<file path="src/rtl/input_debouncer.sv">
// Debounces an asynchronous 1-bit input: synchronizer chain, stability counter
// and a 4-state FSM producing a clean registered level plus rise/fall strobes.
module input_debouncer #(
    parameter int SYNC_STAGES   = 2,
    parameter int STABLE_CYCLES = 50000,
    parameter int CNT_WIDTH     = 16
) (
    input  logic clk,
    input  logic rst,
    input  logic d_raw,
    output logic q,
    output logic rise,
    output logic fall
);

    typedef enum logic [1:0] {
        IDLE_LOW,
        WAIT_HIGH,
        IDLE_HIGH,
        WAIT_LOW
    } state_t;

    localparam logic [CNT_WIDTH-1:0] CNT_LAST = CNT_WIDTH'(STABLE_CYCLES - 1);

    state_t                 r_state;
    state_t                 w_state_nxt;
    logic [SYNC_STAGES-1:0] r_sync;
    logic [CNT_WIDTH-1:0]   r_cnt;
    logic [CNT_WIDTH-1:0]   w_cnt_nxt;
    logic                   r_q;
    logic                   w_q_nxt;
    logic                   r_rise;
    logic                   w_rise_nxt;
    logic                   r_fall;
    logic                   w_fall_nxt;
    logic                   w_s;

    assign w_s  = r_sync[SYNC_STAGES-1];
    assign q    = r_q;
    assign rise = r_rise;
    assign fall = r_fall;

    always_ff @(posedge clk or posedge rst) begin
        if (rst) begin
            r_sync <= '0;
        end else begin
            r_sync <= {r_sync[SYNC_STAGES-2:0], d_raw};
        end
    end

    always_ff @(posedge clk or posedge rst) begin
        if (rst) begin
            r_state <= IDLE_LOW;
            r_cnt   <= '0;
            r_q     <= 1'b0;
            r_rise  <= 1'b0;
            r_fall  <= 1'b0;
        end else begin
            r_state <= w_state_nxt;
            r_cnt   <= w_cnt_nxt;
            r_q     <= w_q_nxt;
            r_rise  <= w_rise_nxt;
            r_fall  <= w_fall_nxt;
        end
    end

    // A WAIT state completes only after STABLE_CYCLES further matching samples.
    always_comb begin
        w_state_nxt = r_state;
        w_cnt_nxt   = r_cnt;
        w_q_nxt     = r_q;
        w_rise_nxt  = 1'b0;
        w_fall_nxt  = 1'b0;
        case (r_state)
            IDLE_LOW: begin
                if (w_s) begin
                    w_state_nxt = WAIT_HIGH;
                    w_cnt_nxt   = '0;
                end
            end
            WAIT_HIGH: begin
                if (!w_s) begin
                    w_state_nxt = IDLE_LOW;
                    w_cnt_nxt   = '0;
                end else if (r_cnt == CNT_LAST) begin
                    w_state_nxt = IDLE_HIGH;
                    w_q_nxt     = 1'b1;
                    w_rise_nxt  = 1'b1;
                    w_cnt_nxt   = '0;
                end else begin
                    w_cnt_nxt = r_cnt + 1'b1;
                end
            end
            IDLE_HIGH: begin
                if (!w_s) begin
                    w_state_nxt = WAIT_LOW;
                    w_cnt_nxt   = '0;
                end
            end
            WAIT_LOW: begin
                if (w_s) begin
                    w_state_nxt = IDLE_HIGH;
                    w_cnt_nxt   = '0;
                end else if (r_cnt == CNT_LAST) begin
                    w_state_nxt = IDLE_LOW;
                    w_q_nxt     = 1'b0;
                    w_fall_nxt  = 1'b1;
                    w_cnt_nxt   = '0;
                end else begin
                    w_cnt_nxt = r_cnt + 1'b1;
                end
            end
        endcase
    end

endmodule

</file>
<file path="config.mk">
export PLATFORM = sky130hd
export DESIGN_NAME = input_debouncer
export DESIGN_NICKNAME = d
export VERILOG_FILES = /design/src/rtl/input_debouncer.sv
export SDC_FILE = /design/constraint.sdc
export NUM_CORES = 1
export LEC_CHECK = 0
export CORE_MARGIN = 2
export CORE_UTILIZATION = 45
export CTS_CLUSTER_SIZE = 30
export DETAILED_ROUTE_END_ITERATION = 10
export HOLD_SLACK_MARGIN = 0.1
export SLEW_MARGIN = 20
export SYNTH_ARGS = -nofsm -noshare
export SYNTH_HDL_FRONTEND = slang
export SYNTH_SLANG_ARGS = --single-unit
export TNS_END_PERCENT = 50
</file>
<file path="constraint.sdc">
create_clock -name clk -period 2.8 [get_ports clk]
set_clock_uncertainty 0.2 [all_clocks]
set_input_delay 0.28 -clock clk [delete_from_list [all_inputs] [get_ports clk]]
set_output_delay 0.28 -clock clk [all_outputs]
set_load 0.01 [all_outputs]
</file>
==> flow_summary_export.csv <==
group,metric,value,unit
cells_and_area,final_nets,132,
global_routing,grt_overflow,0,
clocking,postCtsSetupRepairBufs,0,
cells_and_area,antenna_cells,0,
synth,synth-seq-cells,23,
synth,syn_area,1170,um^2
pwr,peakVddDrop,0.484,mV
clocking,cts_root_buffer,"clkbuf_4",
worst_setup_path,cp.arrival,2.41,ns
clocking,clock-sinks,23,
clocking,cts_tree,"built",
cells_and_area,layout_common_cells,"dfrtp_1, nand2_1, o21ai_0, a31oi_1, a21oi_1",
placement,place_ws,0.418,ns
sta,hold_ws,0.167,ns
sta,timing.fmax,418,MHz
cells_and_area,final_common_cell,"dfrtp_1",
placement,io_buffer_count,5,
cells_and_area,syn_to_final_growth,6.52,%
worst_setup_path,max_stage_delay,0.57,ns
min_path,hold_class,"flip-flop to flip-flop",
sta,slew_viol_final,0,
synth,netlist_instances,123,
cells_and_area,drive_gt1_share,9.45,%
sta,worst_slack,0.409,ns
routing,route.detailed.drc,0,
routing,ant_nets,0,
sta,final.min_clock_period,2.39,ns
die,io-pin-count,6,
synth,synth_fp_nets,127,
worst_setup_path,path_buf_inv,0,
synth,synth_largest_area_cell,"dfrtp_1",
die,die_w,55.0,um
worst_setup_path,startpoint,"r_cnt[4]$_DFFE_PP0P_",
clocking,cts.path.max_buffers,2,
worst_setup_path,reg2reg_slack,0.41,ns
min_path,hp-start,"r_sync[0]$_DFF_PP0_",
clocking,clkTransAtPathRegs,0.13,ns
synth,yosysWarnings,0,
routing,routed.top_layer,"met4",
routing,route.detailed.wl_per_inst,14.6,um
routing,drtIter0Drc,29,
synth,synth_seq_area_share,49.2,%
clocking,htreeDepth,1,
worst_setup_path,cp_slowest_cell,"or4b_4",
routing,wl_met3,82,um
worst_setup_path,worstPathCellList,"or4b_4 -> nor4_4 -> or2_1 -> nand2_4 -> mux2_4",
placement,dp.cells,153,
clocking,clock_latency,0.32,ns
sta,worst_slew_pin_slew,0.855,ns
synth,synth.avg_cell_area,9.51,um^2
worst_setup_path,cp-end-kind,"flip-flop",
flow_run,maxCapViolations,0,
clocking,ctsHoldBuffers,0,
clocking,post_cts_resized,0,
routing,wl_met2,1060,um
routing,first_pass_iters,4,
die,core,2480,um^2
sta,setup_viol,0,
worst_setup_path,rr_worst_depth,5,
placement,dpl.hpwl,1580,um
pwr,powerDensity,672,nW/um^2
sta,slew-limit-headroom,43.0,%
pwr,leakage,0.525,nW
die,initial_core_util,47.2,%
routing,drt_wl_total,2300,um
synth,synth_cell_types,31,
die,dieArea,3020,um^2
die,die_h,55.0,um
min_path,worst_hold_path.endpoint,"r_sync[1]$_DFF_PP0_",
global_routing,grtUsageTotal,18.8,%
worst_setup_path,rr_startpoint,"r_cnt[4]$_DFFE_PP0P_",
worst_setup_path,worstPathRequired,2.82,ns
routing,vias,933,
global_routing,grt_max_degree,24,
sta,hold_viol,0,
worst_setup_path,critPathTopFamily,"simple AND/OR/NAND/NOR gates",
synth,synth_top_area_share,49.2,%
worst_setup_path,critPathKind,"flip-flop to flip-flop",
placement,gp_congestion,0.852,
min_path,min_path_cells,0,
pwr,finalPower,0.837,mW
sta,fin_tns_setup,0,ns
die,rows,18,
global_routing,grt_pass1_wl,4030,um
worst_setup_path,worstSetupStartpointType,"flip-flop",
global_routing,grt_pass1_vias,895,
cells_and_area,final_cells,157,
routing,vias_per_cell,5.94,
worst_setup_path,cp_max_fo,9,
run_status,outcome,"finished, final reports clean",
global_routing,antenna_found_initial,0,
sta,rsz0062_at_grt,"no",
routing,wl_met1,1120,um
clocking,cts_buffers,3,
synth,yosys-top-cells-area,"dfrtp_1, a31oi_1, nand2_1",
sta,timing.final.crit_share,85.4,%
==> worst max path at each step <==
stage | to | slack, ns | depth (start not counted)
floorplan | flip-flop | 0.61 | 6
global placement | flip-flop | 0.47 | 5
detailed placement | flip-flop | 0.42 | 5
CTS | flip-flop | 0.40 | 5
global route | flip-flop | 0.28 | 5
finish | flip-flop | 0.41 | 5
==> cell usage after synthesis <==
| cell type | number |
|---|---|
| buf_2 | 1 |
| a31oi_1 | 11 |
| xnor2_1 | 2 |
| nand4b_1 | 1 |
| nand4_1 | 3 |
| a21o_1 | 1 |
| nor4_4 | 1 |
| or2_1 | 1 |
| a21oi_1 | 10 |
| nand2_4 | 1 |
| o21ai_0 | 11 |
| nor3_1 | 2 |
| ha_1 | 1 |
| buf_6 | 2 |
| buf_4 | 1 |
| o22ai_1 | 1 |
| and3_1 | 2 |
| clkbuf_1 | 1 |
| mux2_4 | 1 |
| dfrtp_1 | 23 |
| nor3b_1 | 2 |
| or4b_4 | 2 |
| or3_1 | 3 |
| nor2_2 | 1 |
| a22o_1 | 1 |
| nand3_1 | 7 |
| xor2_1 | 1 |
| nand2_1 | 16 |
| nor2_1 | 4 |
| inv_1 | 7 |
| or2_2 | 2 |
==> per-layer routing <==
metal	track usage (%)	up-vias
met5	0	-
met4	9.76	0
met3	2.42	4
met2	29.0	18
met1	25.7	458
li1	-	453
==> through the flow <==
stage	utilization, %	area, um^2
2_1_floorplan	-	1170
3_3_place_gp	49.2	1220
3_5_place_dp	49.2	1220
4_1_cts	50.3	1250
5_1_grt	50.3	1250
6_report	50.3	1250
==> registers in the layout, summed over array words and instances, names as in the netlist, named ones only <==
register	count
r_sync	2
fall	1
rise	1
q	1
r_state	1
r_cnt	16
==> kinds of logic (layout without fill, tap and decap cells) <==
kind of cell,Yosys count,after routing,synth area share [%]
multiplexers,1,1,1.28
AO/OA/AOI/OAI,35,35,16.8
adder cells (fa/ha/maj),1,1,1.07
buffers and inverters,12,16,5.56
flip-flops,23,23,49.2
AND/OR/NAND/NOR,48,48,23.9
XOR/XNOR,3,3,2.25
==> power by group <==
group	leakage, nW	total, mW	internal (mW)	switching [mW]
Clock	0.0177	0.159	0.0535	0.106
Combinational	0.196	0.267	0.0935	0.174
Sequential	0.311	0.411	0.364	0.0474
Total	0.525	0.837	0.511	0.327
==> cell type report <==
cell class | instances | area, um^2
Fill cell | 248 | 1230
Sequential cell | 23 | 576
Multi-Input combinational cell | 88 | 529
Timing Repair Buffer | 5 | 50.0
Tap cell | 30 | 37.5
Inverter | 7 | 26.3
Clock buffer | 3 | 22.5
Clock inverter | 1 | 5.00
(Power assumes the default switching activity.)
